### src/rtl/dm_store_buffer_if.sv
// Datapath-side memory-access bundle for dm_store_buffer.
//   cpu_addr  : word address (byte address bits 11:2)
//   cpu_wdata : store data
//   cpu_we    : store request
//   cpu_re    : load request
//   cpu_rdata : load result (forwarded or from dm)
//   stall     : store not accepted this cycle
// master = datapath, slave = store buffer.
interface dm_store_buffer_if #(
  parameter int unsigned AW = 10,
  parameter int unsigned DW = 32
);
  logic [AW-1:0] cpu_addr;
  logic [DW-1:0] cpu_wdata;
  logic          cpu_we;
  logic          cpu_re;
  logic [DW-1:0] cpu_rdata;
  logic          stall;

  modport master (
    output cpu_addr, cpu_wdata, cpu_we, cpu_re,
    input  cpu_rdata, stall
  );

  modport slave (
    input  cpu_addr, cpu_wdata, cpu_we, cpu_re,
    output cpu_rdata, stall
  );
endinterface

### src/rtl/dm_store_buffer.sv
// Posted-write store buffer in front of the dm data memory.
// Stores are queued in a DEPTH-entry FIFO and drained one word per cycle
// whenever the dm port is not claimed by a load. Loads go to dm in the same
// cycle and are forwarded from the youngest matching buffered store.
// Ports:
//   clk         : system clock, rising edge
//   reset       : asynchronous active-low reset
//   cpu         : datapath bundle (slave side)
//   dm_addr     : dm word address
//   dm_data_in  : dm write data
//   dm_MemWrite : dm write enable
//   dm_MemRead  : dm read enable
//   dm_data_out : dm read data (combinational)
//   count       : occupied entries
//   empty       : count == 0
module dm_store_buffer #(
  parameter int unsigned DEPTH = 4,
  parameter int unsigned AW    = 10,
  parameter int unsigned DW    = 32
) (
  input  logic                   clk,
  input  logic                   reset,
  dm_store_buffer_if.slave       cpu,
  output logic [AW-1:0]          dm_addr,
  output logic [DW-1:0]          dm_data_in,
  output logic                   dm_MemWrite,
  output logic                   dm_MemRead,
  input  logic [DW-1:0]          dm_data_out,
  output logic [$clog2(DEPTH):0] count,
  output logic                   empty
);

  localparam int unsigned PW = $clog2(DEPTH);
  localparam int unsigned CW = PW + 1;

  logic [AW-1:0] ent_addr [DEPTH];
  logic [DW-1:0] ent_data [DEPTH];
  logic [PW-1:0] rd_ptr;
  logic [PW-1:0] wr_ptr;

  logic          full;
  logic          enq;
  logic          drain;
  logic          fwd_hit;
  logic [DW-1:0] fwd_data;
  logic [PW-1:0] idx;

  assign full  = (count == CW'(DEPTH));
  // No bypass: a slot freed by this cycle's drain is not usable until next cycle.
  assign enq   = reset & cpu.cpu_we & ~full;
  assign drain = reset & ~cpu.cpu_re & (count != '0);

  always_ff @(posedge clk or negedge reset) begin
    if (!reset) begin
      rd_ptr <= '0;
      wr_ptr <= '0;
      count  <= '0;
    end else begin
      if (enq)   wr_ptr <= wr_ptr + PW'(1);
      if (drain) rd_ptr <= rd_ptr + PW'(1);
      case ({enq, drain})
        2'b10:   count <= count + CW'(1);
        2'b01:   count <= count - CW'(1);
        default: count <= count;
      endcase
    end
  end

  // Entry storage is intentionally not reset; pointers/count define validity.
  always_ff @(posedge clk) begin
    if (enq) begin
      ent_addr[wr_ptr] <= cpu.cpu_addr;
      ent_data[wr_ptr] <= cpu.cpu_wdata;
    end
  end

  // Walk oldest to youngest from rd_ptr; a later hit overrides an earlier
  // one, so the surviving value is the youngest match, wrap included.
  always_comb begin
    fwd_hit  = 1'b0;
    fwd_data = '0;
    idx      = '0;
    for (int unsigned i = 0; i < DEPTH; i++) begin
      idx = rd_ptr + PW'(i);
      if ((i < 32'(count)) && (ent_addr[idx] == cpu.cpu_addr)) begin
        fwd_hit  = 1'b1;
        fwd_data = ent_data[idx];
      end
    end
  end

  always_comb begin
    cpu.stall     = 1'b0;
    cpu.cpu_rdata = '0;
    dm_MemWrite   = 1'b0;
    dm_MemRead    = 1'b0;
    dm_addr       = '0;
    dm_data_in    = '0;
    empty         = 1'b1;
    if (reset) begin
      cpu.stall = cpu.cpu_we & full;
      empty     = (count == '0);
      if (cpu.cpu_re) begin
        dm_MemRead    = 1'b1;
        dm_addr       = cpu.cpu_addr;
        cpu.cpu_rdata = fwd_hit ? fwd_data : dm_data_out;
      end else if (drain) begin
        dm_MemWrite = 1'b1;
        dm_addr     = ent_addr[rd_ptr];
        dm_data_in  = ent_data[rd_ptr];
      end
    end
  end

endmodule

### src/flat_wrapper.sv
// flat-port wrapper written by rule: the top's interface ports become plain ports
module dm_store_buffer_flat 
#(
  parameter int unsigned DEPTH = 4,
  parameter int unsigned AW    = 10,
  parameter int unsigned DW    = 32
)
  (clk, reset, dm_addr, dm_data_in, dm_MemWrite, dm_MemRead, dm_data_out, count, empty, cpu_cpu_addr, cpu_cpu_wdata, cpu_cpu_we, cpu_cpu_re, cpu_cpu_rdata, cpu_stall);
  dm_store_buffer_if #(.AW(AW), .DW(DW)) cpu_i ();
  input  logic clk;
  input  logic reset;
  output logic [AW-1:0] dm_addr;
  output logic [DW-1:0] dm_data_in;
  output logic dm_MemWrite;
  output logic dm_MemRead;
  input  logic [DW-1:0] dm_data_out;
  output logic [$clog2(DEPTH):0] count;
  output logic empty;
  input wire logic [$bits(cpu_i.cpu_addr)-1:0] cpu_cpu_addr;
  input wire logic [$bits(cpu_i.cpu_wdata)-1:0] cpu_cpu_wdata;
  input wire logic [$bits(cpu_i.cpu_we)-1:0] cpu_cpu_we;
  input wire logic [$bits(cpu_i.cpu_re)-1:0] cpu_cpu_re;
  output wire logic [$bits(cpu_i.cpu_rdata)-1:0] cpu_cpu_rdata;
  output wire logic [$bits(cpu_i.stall)-1:0] cpu_stall;
  assign cpu_i.cpu_addr = cpu_cpu_addr;
  assign cpu_i.cpu_wdata = cpu_cpu_wdata;
  assign cpu_i.cpu_we = cpu_cpu_we;
  assign cpu_i.cpu_re = cpu_cpu_re;
  assign cpu_cpu_rdata = cpu_i.cpu_rdata;
  assign cpu_stall = cpu_i.stall;
  dm_store_buffer #(.DEPTH(DEPTH), .AW(AW), .DW(DW)) u_core (.clk(clk), .reset(reset), .cpu(cpu_i), .dm_addr(dm_addr), .dm_data_in(dm_data_in), .dm_MemWrite(dm_MemWrite), .dm_MemRead(dm_MemRead), .dm_data_out(dm_data_out), .count(count), .empty(empty));
endmodule
### config.mk
export PLATFORM = sky130hd
export DESIGN_NAME = dm_store_buffer_flat
export DESIGN_NICKNAME = d
export VERILOG_FILES = /design/src/rtl/dm_store_buffer_if.sv /design/src/rtl/dm_store_buffer.sv /design/src/flat_wrapper.sv
export SDC_FILE = /design/constraint.sdc
export NUM_CORES = 1
export LEC_CHECK = 0
export BUFFER_PORTS_ARGS = -buffer_cell sky130_fd_sc_hd__clkbuf_2
export CAP_MARGIN = 40
export CORE_ASPECT_RATIO = 0.8
export CORE_MARGIN = 4
export CORE_UTILIZATION = 50
export DETAILED_ROUTE_END_ITERATION = 6
export GPL_ROUTABILITY_DRIVEN = 0
export PLACE_DENSITY = 0.73
export SYNTH_ARGS = -nofsm -noshare
export SYNTH_HDL_FRONTEND = slang
export SYNTH_SLANG_ARGS = --single-unit
### constraint.sdc
create_clock -name clk -period 9.5 [get_ports clk]
set_clock_uncertainty 0.2 [all_clocks]
set_input_delay 1.425 -clock clk [delete_from_list [all_inputs] [get_ports clk]]
set_output_delay 1.425 -clock clk [all_outputs]
set_load 0.02 [all_outputs]
==> results.env, run 1 <==
MOSTFREQUENTLAYOUTCELL='edfxtp_1'
SHARE_CLK_OF_TOTAL_POWER_PCT=20.6
INITIAL_UTILIZATION_PCT=51.52
SEQCELLAREA_SQ_UM=5228
WORST-R2R-CELL-COUNT=5
HOLD_DEPTH=2
IO_BUFFERS=158
WORST_HOLD_PATH_TYPE='flip-flop to flip-flop'
TOP_LEVEL_PORTS=159
CLOCK_TREE.ROOT_CELL='clkbuf_16'
PLACE_HPWL_UM=19450
POST_SYNTHESIS_NET_COUNT=1279
DP.CELLS=1559
POWER_DENSITY_RELATIVE_TO_CELL_AREA_nW_PER_UM2=267.2
CHIPWIDTH_UM=179.4
ANTENNA_VIOLATIONS_BEFORE_REPAIR=3
PWR-SHARE-COMB_PCT=49.2
TRITONCTS_NUM_SINKS=175
ROWS=49
DRC_ERRORS=0
YS_TYPES=54
ENDPOINT_KIND='output port'
YS_ASYNC_SR_FRACTION_PCT=4.000
FILL_CELLS=1960
CTS_MAX_LEVEL=4
WORST_SETUP_HOLD_PATH_CLK_SLEW_PS=70
AVGVIACOUNTPERCELL=6.043
GRT_FIRST_PASS_WIRELENGTH_UM=48630
YS_FF_LATCH=175
FINAL_HOLD_VIOL_COUNT=0
SETUP_REPAIR_AFTER_GLOBAL_ROUTING_MISSED_ITS_MARGIN='no'
POWER_FRAC_SEQ_PCT=30.2
WP_DATA_REQUIRED_PS=7880
GR-TOTAL-OVERFLOW=0
DOMINANTREGCELLSYNTH='edfxtp_1'
WIRELENGTH_UM=31030
MAX-CAP-VIOLATIONS=0
LARGEST_FANOUT_ON_THE_CRITICAL_PATH=58
CRIT_PATH_CELL_TRACE='buf_4 -> mux2i_2 -> nor3_1 -> a311oi_1 -> nand3_2 -> nor3_1 -> a2111o_2 -> buf_4 -> o311a_1 -> nor2_1 -> clkbuf_2'
POST_SYNTH_INSTANCE_AREA_SQ_UM=11750
RESULT_OF_THE_RUN='finished clean'
GR_UTIL_ALL_LAYERS_PCT=23.57
INTPOWER_mW=2.043
LEAKAGE_nW=4.923
SYNTH_CELLS=1192
YOSYSTOPAREACELLSHARE_PCT=42.93
YOSYSWARNINGCOUNT=0
GRT_PASS1_VIAS=9104
TIGHTEST_SLEW_PS=921.0
CRITICAL_PATH_CLASS='flip-flop to output port'
LAYOUT_COMMON_CELLS='edfxtp_1, nor2_1, clkbuf_2, mux2i_1, nand2_1'
DRT-WIRELENGTH-PER-CELL_UM=19.49
YOSYSSEQAREASHARE_PCT=44.43
FINAL-SETUP-VIOL-COUNT=0
ANTENNA_VIOLATION_NET_COUNT_AFTER_DETAILED_ROUTING=0
NUM_VIAS=9621
POST_SYNTH.CELL_AREA_AVG_SQ_UM=9.857
NUM-NETS-FINAL=1359
CTS_SETUP_BUFFERS=0
PLACEABLECOREAREA_SQ_UM=22810
MULTIINPUTGATEAREA_SQ_UM=6007
CRIT_SLOWEST_CELL='dfrtp_4'
TRITONCTS='done'
CLOCK_PATH_BUFFERS=2
FINAL_WORST_PATH_CYCLE_SHARE_PCT=73.19
DIE_H_UM=145.1
WORST_EP_ARRIVAL_TIME_PS=5330
DIE_AREA_SQ_UM=26030
AREA_GROWTH_SYN_TO_LAYOUT_PCT=12.82
SWITCHING_SHARE_PCT=42.32
CRIT_PATH_MAX_INCR_DELAY_PS=810
SUM_OF_NEGATIVE_SETUP_SLACK_PS=0
NUMBER_OF_SYNTHESIZED_FLOPS_WITH_AN_ENABLE_PIN=168
DR.FIRST_ITER.DRC_COUNT=906
COUNT_OF_FINAL_MAX_SLEW_CHECK_FAILURES=0
SETUP.WORST_PATH.START_CLASS='flip-flop'
MAX_CLOCK_FREQ_MHz=143.8
DRT_PASS1_ITERATIONS=5
MAX_SLEW_MARGIN_PCT=38.60
LAYOUT.CELLS.NON_FILLER=1592
POST-ROUTE-MIN-PERIOD_PS=6953
CTS_BUFFERS=17
VDD_DROP_MAX_V=0.0001866
SYNTH_TOP_CELL_BY_AREA='edfxtp_1'
CTS_RESIZED=0
POWER_SWITCHING_mW=1.499
LARGEST_NET_DEGREE_AT_THE_START_OF_GLOBAL_ROUTING=243
CTS.HOLD.BUFFERS_ADDED=0
CLOCK_LATENCY_PS=440
DRIVE_ABOVE_1_SHARE_PCT=23.58
SYNTHTOPCELLSBYAREA='edfxtp_1, mux2i_1, mux2_2'
==> power groups by stage <==
| stage | sequential (mW) | combinational [mW] | clock [mW] |
|---|---|---|---|
| 2_1_floorplan | 0.998 | 1.44 | 0 |
| 3_3_place_gp | 1.07 | 1.68 | 0 |
| 3_5_place_dp | 1.08 | 1.71 | 0 |
| 4_1_cts | 1.07 | 1.73 | 0.739 |
| 5_1_grt | 1.08 | 1.90 | 0.773 |
| 6_report | 1.07 | 1.74 | 0.731 |
==> through the flow <==
stage / area, sq um / utilization [%] / power, mW / hold slack [ps] / setup WS [ps]
2_1_floorplan: 11750 / - / 2.436 / 379.6 / 4037
3_3_place_gp: 12570 / 55.14 / 2.750 / 358.5 / 3157
3_5_place_dp: 12640 / 55.43 / 2.797 / 387.6 / 3104
4_1_cts: 13250 / 58.11 / 3.536 / 404.2 / 2614
5_1_grt: 13260 / 58.12 / 3.758 / 464.1 / 2317
6_report: 13260 / 58.12 / 3.543 / 411.1 / 2547
==> final timing paths <==
path / start / slack [ps] / endpoint
min in group asynchronous: reset / 640 / u_core.count[0]
worst max register to register: u_core.count[0] / 6550 / u_core.ent_data[3][27]
worst min-delay path: u_core.count[1] / 410 / u_core.count[1]
worst min register to register: u_core.count[1] / 410 / u_core.count[1]
max in group asynchronous: reset / 8230 / u_core.rd_ptr[1]
worst max-delay path: u_core.rd_ptr[1] / 2550 / cpu_cpu_rdata[31]
==> synth_stat cells, types with 3 or more instances <==
cell type  count
edfxtp_1     168
nor2_1       165
mux2i_1      123
nand2_1      115
a21oi_1      103
o21ai_0       81
mux2_2        73
clkbuf_1      60
xnor2_1       35
nor4_1        33
o21ai_1       33
o311a_1       33
a221oi_1      32
buf_2         26
buf_1         16
xor2_1        10
buf_4          9
ha_1           9
inv_1          9
dfrtp_1        7
and2_1         6
a22o_1         3
buf_6          3
nand3_1        3
nor3_1         3
o211ai_1       3
==> worst max-delay path: cells and delay by family (launching register included) <==
family                 cells  cell delay, ps
AOI/OAI and AO/OA          3             940
buffers and inverters      3            1480
DFF                        1             810
muxes                      1             410
and+or+nand+nor            4            1190
==> layout make-up <==
cell class / count / share of cell area [%]
Timing Repair Buffer: 177 / 7.475
Inverter: 9 / 0.2548
Clock inverter: 14 / 1.378
Tap cell: 306 / 2.888
Sequential cell: 175 / 39.43
Multi-Input combinational cell: 892 / 45.31
Clock buffer: 18 / 3.237
Antenna cell: 1 / 0.01888
==> routing by layer <==
metal  up-vias  part of all wire [%]  global-route usage (%)
met5         -                 0.074                       0
met4         4                   1.9                   7.080
met3        54                   8.4                   4.603
met2       437                    46                   37.14
met1      4539                    44                   33.15
li1       4587                     -                       -
==> registers in the layout, summed over array words and instances (netlist names) <==
name,flops
u_core.ent_data,128
u_core.ent_addr,40
u_core.count,3
u_core.rd_ptr,2
u_core.wr_ptr,2
==> cells by family after synthesis <==
kind of cell / synth area share (%)
multiplexers: 18.26
AO/OA/AOI/OAI: 15.99
XOR/XNOR: 3.354
flip-flops: 44.43
AND/OR/NAND/NOR: 12.02
adder cells (fa/ha/maj): 0.9584
buffers and inverters: 4.983
Note: power is estimated with default switching activity, not from simulation.
==> run 2, diff against run 1 <==
- ABC_AREA: unset -> 1
- PLACE_DENSITY: 0.73 -> 0.72
- clock period: 9.5 -> 6.7 ns (I/O delays scaled with it)
==> run 2 against run 1 <==
Wire length grew 17%. Register-to-register slack lost 2900 ps. Synthesized area grew 7.5%. Final cell count grew 44%. Clock-buffer cell count grew 1. Global-route usage grew 2.3 points. Sequential power grew 36%. Via count grew 30%. Combinational power grew 66%. Design area grew 5.5%. Worst setup slack lost 1500 ps. Critical path type unchanged. Critical endpoint is now cpu_cpu_rdata[0].
==> results.env, run 2 <==
YS_TYPES=27
DRC_ERRORS=0
FINAL-SETUP-VIOL-COUNT=0
PLACEABLECOREAREA_SQ_UM=24630
LAYOUT_COMMON_CELLS='nand2_1, o21ai_0, inv_1, edfxtp_1, clkbuf_2'
PWR-SHARE-COMB_PCT=54.9
SETUP.WORST_PATH.START_CLASS='flip-flop'
SLACK_OF_THE_WORST_REG_TO_REG_PATH_PS=3610
DRT-WIRELENGTH-PER-CELL_UM=15.83
POST_SYNTH_MOST_FREQUENT_CELLS='nand2_1, o21ai_0, inv_1, edfxtp_1, nand3_1'
POST-ROUTE-CELL-AREA_SQ_UM=13980
CRIT_SLOWEST_CELL='dfrtp_4'
DRT_PASS1_ITERATIONS=5
CRIT_PATH_MAX_INCR_DELAY_PS=670
ENDPOINT_KIND='output port'
SYNTH_CELLS=1885
POST_SYNTH_INSTANCE_AREA_SQ_UM=12630
NUM_ANTENNA_CELLS=0
DIE_H_UM=150.2
AREA_GROWTH_SYN_TO_LAYOUT_PCT=10.68
INITIAL_UTILIZATION_PCT=51.28
TIMING.RR.START='u_core.rd_ptr[0]'
WIRELENGTH_UM=36390
SHARE_CLK_OF_TOTAL_POWER_PCT=17.5
SETUP_REPAIR_AFTER_GLOBAL_ROUTING_MISSED_ITS_MARGIN='no'
GRT_FIRST_PASS_WIRELENGTH_UM=57240
CTS_SETUP_BUFFERS=0
TRITONCTS='done'
WORST_EP_ARRIVAL_TIME_PS=4430
RESULT_OF_THE_RUN='finished clean'
CRITICAL_PATH_CLASS='flip-flop to output port'
ANTENNA_VIOLATIONS_BEFORE_REPAIR=0
ANTENNA_VIOLATION_NET_COUNT_AFTER_DETAILED_ROUTING=0
CLOCK_LATENCY_PS=450
FINAL_HOLD_VIOL_COUNT=0
LARGEST_REGISTER_FFS=128
MAX_CLOCK_FREQ_MHz=177.5
CLOCK_PATH_BUFFERS=2
FINAL_WORST_PATH_CYCLE_SHARE_PCT=84.08
SYNTHTOPCELLSBYAREA='edfxtp_1, nand2_1, o21ai_0'
LEAKAGE_nW=6.769
CELL_AREA_PLACED_SQ_UM=13460
TOP_LEVEL_PORTS=159
MAX_SLEW_MARGIN_PCT=45.14
CTS_MAX_LEVEL=4
PATH_COMMON_CELL='nand2_1'
CP-ENDPOINT='cpu_cpu_rdata[0]'
CTS_RESIZED=0
DRIVE_ABOVE_1_SHARE_PCT=11.41
LAYOUT.CELLS.NON_FILLER=2298
YOSYSTOPAREACELLSHARE_PCT=39.94
CRIT_PATH_CELL_TRACE='inv_4 -> nand2_1 -> nand2_2 -> nand2_1 -> nand3_1 -> nand2_1 -> nand3_1 -> nor2_1 -> nand3_2 -> buf_4 -> o21ai_0 -> inv_1 -> nand2_1 -> a21oi_1 -> clkbuf_2'
CP-STARTPOINT='u_core.rd_ptr[0]'
LARGEST_NET_DEGREE_AT_THE_START_OF_GLOBAL_ROUTING=93
MAX-CAP-VIOLATIONS=0
MAX_FLOP_REGISTER='u_core.ent_data'
GR_UTIL_ALL_LAYERS_PCT=25.87
INTPOWER_mW=2.616
REGTOREGENDPOINT='u_core.rd_ptr[1]'
DP.CELLS=2266
MOSTFREQUENTLAYOUTCELL='nand2_1'
DOMINANTREGCELLSYNTH='edfxtp_1'
ROWS=51
PLACE_HPWL_UM=23180
YOSYSSEQAREASHARE_PCT=41.33
VDD_DROP_MAX_V=0.0002142
WORST-R2R-CELL-COUNT=6
NUM-NETS-FINAL=2054
NUMBER_OF_SYNTHESIZED_FLOPS_WITH_AN_ENABLE_PIN=168
GR-TOTAL-OVERFLOW=0
WORST_HOLD_PATH_TYPE='input port to asynchronous set/reset pin'
POST_SYNTH.CELL_AREA_AVG_SQ_UM=6.701
SWITCHING_SHARE_PCT=50.23
SYNTH.MOST_COMMON_CELL='nand2_1'
AVGVIACOUNTPERCELL=5.455
YS_FF_LATCH=175
YOSYSWARNINGCOUNT=0
CTS.HOLD.BUFFERS_ADDED=0
LARGEST_FANOUT_ON_THE_CRITICAL_PATH=83
WP_DATA_REQUIRED_PS=5490
DIE_AREA_SQ_UM=27880
GRT_PASS1_VIAS=11349
TRITONCTS_NUM_SINKS=175
SUM_OF_NEGATIVE_SETUP_SLACK_PS=0
WORST_SETUP_HOLD_PATH_CLK_SLEW_PS=70
IO_BUFFERS=158
YS_ASYNC_SR_FRACTION_PCT=4.000
CLOCK_TREE.ROOT_CELL='clkbuf_16'
CHIPWIDTH_UM=185.7
POST_SYNTHESIS_NET_COUNT=1972
BIGGESTREGSBYFLOPS='u_core.ent_data: 128 flops, u_core.ent_addr: 40 flops, u_core.count: 3 flops'
SYNTH_TOP_CELL_BY_AREA='edfxtp_1'
TIGHTEST_SLEW_PS=822.9
POWER_FRAC_SEQ_PCT=27.6
NUM_VIAS=12535
POWER_DENSITY_RELATIVE_TO_CELL_AREA_nW_PER_UM2=376.1
POST-ROUTE-MIN-PERIOD_PS=5633
FILL_CELLS=2394
CTS_BUFFERS=17
POWER_SWITCHING_mW=2.641
DR.FIRST_ITER.DRC_COUNT=1163
COUNT_OF_FINAL_MAX_SLEW_CHECK_FAILURES=0
-- run 2: changes by cell type in the layout (fill, tap and decap cells not counted), sizes merged, moves of 42 or more --
cell	change
a21oi	-69
inv	+259
mux2	-74
mux2i	-125
nand2	+561
nand3	+153
nor2	-42
o21ai	+187
-- run 2: critical path: cells and delay by family, from the launching register on --
family	cells	cell delay, ps
compound gates	2	400
buf+inv	4	1450
simple gates	9	1370
flops	1	670
-- run 2: cells by family after synthesis --
group	after synthesis	synth area share, %
AND/OR/NAND/NOR	965	30.85
buffers and inverters	384	12.68
AO/OA/AOI/OAI	345	13.77
flip-flops	175	41.33
adder cells (fa/ha/maj)	9	0.8915
XOR/XNOR	7	0.4854
-- run 2: routing by layer --
layer | track usage, % | vias up | routed length (um)
li1 | - | 6166 | -
met1 | 36.36 | 5720 | 15910
met2 | 41.17 | 581 | 16380
met3 | 4.879 | 68 | 3412
met4 | 7.320 | 0 | 680
met5 | 0 | - | 0
-- run 2: worst min path at each step --
stage                        to  cells after the start  slack, ps             start
5_1_grt        u_core.wr_ptr[1]                      1        230             reset
2_1_floorplan  u_core.wr_ptr[1]                      2        360  u_core.wr_ptr[1]
4_1_cts        u_core.wr_ptr[1]                      1        220             reset
6_report       u_core.wr_ptr[1]                      1        220             reset
3_3_place_gp    u_core.count[1]                      2        360   u_core.count[1]
3_5_place_dp    u_core.count[1]                      2        370   u_core.count[1]
-- run 2: metrics by stage --
stage / hold slack, ps / power (mW) / worst slack [ps] / utilization, %
6_report: 221.6 / 5.257 / 1067 / 56.76
5_1_grt: 231.5 / 5.711 / 703.4 / 56.76
4_1_cts: 221.2 / 5.230 / 1162 / 56.76
3_5_place_dp: 373.4 / 4.307 / 1675 / 54.64
3_3_place_gp: 364.5 / 4.245 / 1621 / 54.44
2_1_floorplan: 356.6 / 3.671 / 3022 / -
-- run 2: layout make-up --
type | count | area [sq um] | share of cell area (%)
repair buffers | 178 | 973.4 | 6.963
clock buffers | 19 | 432.9 | 3.097
multi-input cells | 1326 | 5849 | 41.84
flip-flops and latches | 175 | 5225 | 37.38
well taps | 318 | 397.9 | 2.846
inverters | 269 | 1012 | 7.241
clock inverters | 13 | 88.84 | 0.6355
-- run 2: power by group through the flow --
stage	clock, mW	sequential [mW]	combinational, mW
3_3_place_gp	0	1.47	2.78
5_1_grt	0.975	1.47	3.27
6_report	0.920	1.45	2.89
4_1_cts	0.932	1.45	2.85
3_5_place_dp	0	1.47	2.83
2_1_floorplan	0	1.42	2.25
==> run 3, diff against run 2 <==
- ABC_AREA: 1 -> 0
- PLACE_DENSITY: 0.72 -> 0.73
- clock period: 6.7 -> 5.3 ns (I/O delays scaled with it)
==> run 3 against run 2 <==
Worst setup slack worse by 890 ps. Final cell count shrank 30%. Sequential share of layout area rose by 1.8 points. Register-to-register slack got worse by 1400 ps. Clock power increased by 35%. Via count fell by 23%. Worst hold slack improved by 150 ps. Critical path depth fell by 3. Die area decreased by 6.6%. Clock-buffer cell count decreased by 1. First-iteration DRC count is 35% lower. Global-route usage is 2.0 points lower. Critical endpoint is now cpu_cpu_rdata[1]. Largest cell class unchanged. Largest power group unchanged. Highest routed layer is now met5.
==> results.env, run 3 (synthesis results as in run 1) <==
NUM_ANTENNA_CELLS=0
DIE_H_UM=145.1
CHIPWIDTH_UM=179.4
ENDPOINT_KIND='output port'
CTS_BUFFERS=17
NUM_VIAS=9673
INITIAL_UTILIZATION_PCT=51.52
SETUP.WORST_PATH.START_CLASS='flip-flop'
GR_UTIL_ALL_LAYERS_PCT=23.90
LARGEST_NET_DEGREE_AT_THE_START_OF_GLOBAL_ROUTING=179
WORST_SETUP_HOLD_PATH_CLK_SLEW_PS=70
WP_DATA_REQUIRED_PS=4300
NUM-NETS-FINAL=1375
CRITICAL_PATH_CLASS='flip-flop to output port'
CRIT_FAMILY='buffers and inverters'
MAX-CAP-VIOLATIONS=0
DRC_ERRORS=0
TRITONCTS_NUM_SINKS=175
ANTENNA_VIOLATION_NET_COUNT_AFTER_DETAILED_ROUTING=0
DRT-WIRELENGTH-PER-CELL_UM=19.74
CLOCK_LATENCY_PS=440
DP.CELLS=1573
WORST_EP_ARRIVAL_TIME_PS=4130
DIE_AREA_SQ_UM=26030
POST-ROUTE-MIN-PERIOD_PS=5122
AVGVIACOUNTPERCELL=6.023
CRIT_BUF_INV=4
BIGGESTREGSBYFLOPS='u_core.ent_data: 128 flops, u_core.ent_addr: 40 flops, u_core.count: 3 flops'
FINAL_WORST_PATH_CYCLE_SHARE_PCT=96.64
CRIT_PATH_MAX_INCR_DELAY_PS=680
DRIVE_ABOVE_1_SHARE_PCT=24.23
RESULT_OF_THE_RUN='finished clean'
FINAL-SETUP-VIOL-COUNT=0
WORST_HOLD_PATH_TYPE='input port to flip-flop'
MAX_CLOCK_FREQ_MHz=195.2
WORST_HOLD_SLACK_PS=369.2
LAYOUT.CELLS.NON_FILLER=1606
GRT_FIRST_PASS_WIRELENGTH_UM=49080
GR-TOTAL-OVERFLOW=0
CLOCK_TREE.ROOT_CELL='clkbuf_16'
POST-PLACE-WS_PS=613.7
DR.FIRST_ITER.DRC_COUNT=761
POST-ROUTE-CELL-AREA_SQ_UM=13360
WIRELENGTH_UM=31700
MAX_SLEW_MARGIN_PCT=39.35
COUNT_OF_FINAL_MAX_SLEW_CHECK_FAILURES=0
LAYOUT_COMMON_CELLS='edfxtp_1, nor2_1, clkbuf_2, mux2i_1, nand2_1'
POSTLAYOUTSETUPSLACKWORST_PS=178.2
SETUP_REPAIR_AFTER_GLOBAL_ROUTING_MISSED_ITS_MARGIN='no'
TIGHTEST_SLEW_PS=909.8
FIN_TOTAL_PWR_mW=6.344
LARGEST_REGISTER_FFS=128
ROWS=49
TOP_LEVEL_PORTS=159
POWER_DENSITY_RELATIVE_TO_CELL_AREA_nW_PER_UM2=474.9
DRT_PASS1_ITERATIONS=6
ANTENNA_VIOLATIONS_BEFORE_REPAIR=3
SUM_OF_NEGATIVE_SETUP_SLACK_PS=0
CELL_AREA_PLACED_SQ_UM=12760
MAX_FLOP_REGISTER='u_core.ent_data'
CTS_MAX_LEVEL=4
PLACEABLECOREAREA_SQ_UM=22810
PATH_COMMON_CELL='buf_4'
MOSTFREQUENTLAYOUTCELL='edfxtp_1'
AREA_GROWTH_SYN_TO_LAYOUT_PCT=13.69
LARGEST_FANOUT_ON_THE_CRITICAL_PATH=24
LEAKAGE_nW=4.993
FINAL_HOLD_VIOL_COUNT=0
CLOCK_PATH_BUFFERS=2
CRIT_SLOWEST_CELL='dfrtp_4'
GRT_PASS1_VIAS=9051
CRIT_PATH_CELL_TRACE='buf_4 -> buf_4 -> mux2i_2 -> nor3_1 -> a311oi_1 -> nand3_2 -> nor3_1 -> a2111o_2 -> buf_4 -> o311a_1 -> nor2_1 -> clkbuf_2'
IO_BUFFERS=158
PLACE_HPWL_UM=20750
VDD_DROP_MAX_V=0.0003512
FINISH.UTILIZATION_PCT=58.57
TRITONCTS='done'
## run 3: cell count changes in the layout (fill, tap and decap cells not counted), moves of 73 or more
cell,before,now
inv_1,265,9
mux2i_1,0,122
mux2_2,0,73
nand2_1,671,115
o21ai_0,277,81
nand3_1,154,1
## run 3: cell type report
class	instances	area [sq um]
clock buffers	18	429.2
clock inverters	13	141.4
multi-input cells	892	6015
repair buffers	193	1130
inverters	9	33.78
flip-flops and latches	175	5228
well taps	306	382.9
fillers	1953	9448
## run 3: per-layer routing
layer	up-vias	routed length, um	global-route usage, %
met3	39	2413	4.213
met4	6	384	5.520
met2	391	14790	38.86
met5	-	34	0
li1	4617	-	-
met1	4620	14070	33.57
## run 3: power by group
part	total [mW]	internal (mW)	switching, mW
Sequential	1.87	1.69	0.176
Combinational	3.24	1.27	1.97
Clock	1.24	0.694	0.548
Total	6.34	3.65	2.69
## run 3: timing repair
action                                  in CTS  in global routing
resized for setup                            0                  2
buffers inserted                             0                  1
endpoints found under the setup margin       0                 28
hold buffers                                 1                  0
endpoints found under the hold margin        4                  0
## run 3: final timing paths
path                                   startpoint                     end  slack [ps]  cells after the start
max in group asynchronous                   reset        u_core.rd_ptr[0]        4140                      2
worst max-delay path             u_core.rd_ptr[1]        cpu_cpu_rdata[1]         180                     12
worst min register to register    u_core.count[1]         u_core.count[1]         390                      2
min in group asynchronous                   reset         u_core.count[0]         540                      2
worst max register to register    u_core.count[0]   u_core.ent_addr[3][6]        2170                      5
worst min-delay path            cpu_cpu_wdata[26]  u_core.ent_data[1][26]         370                      1
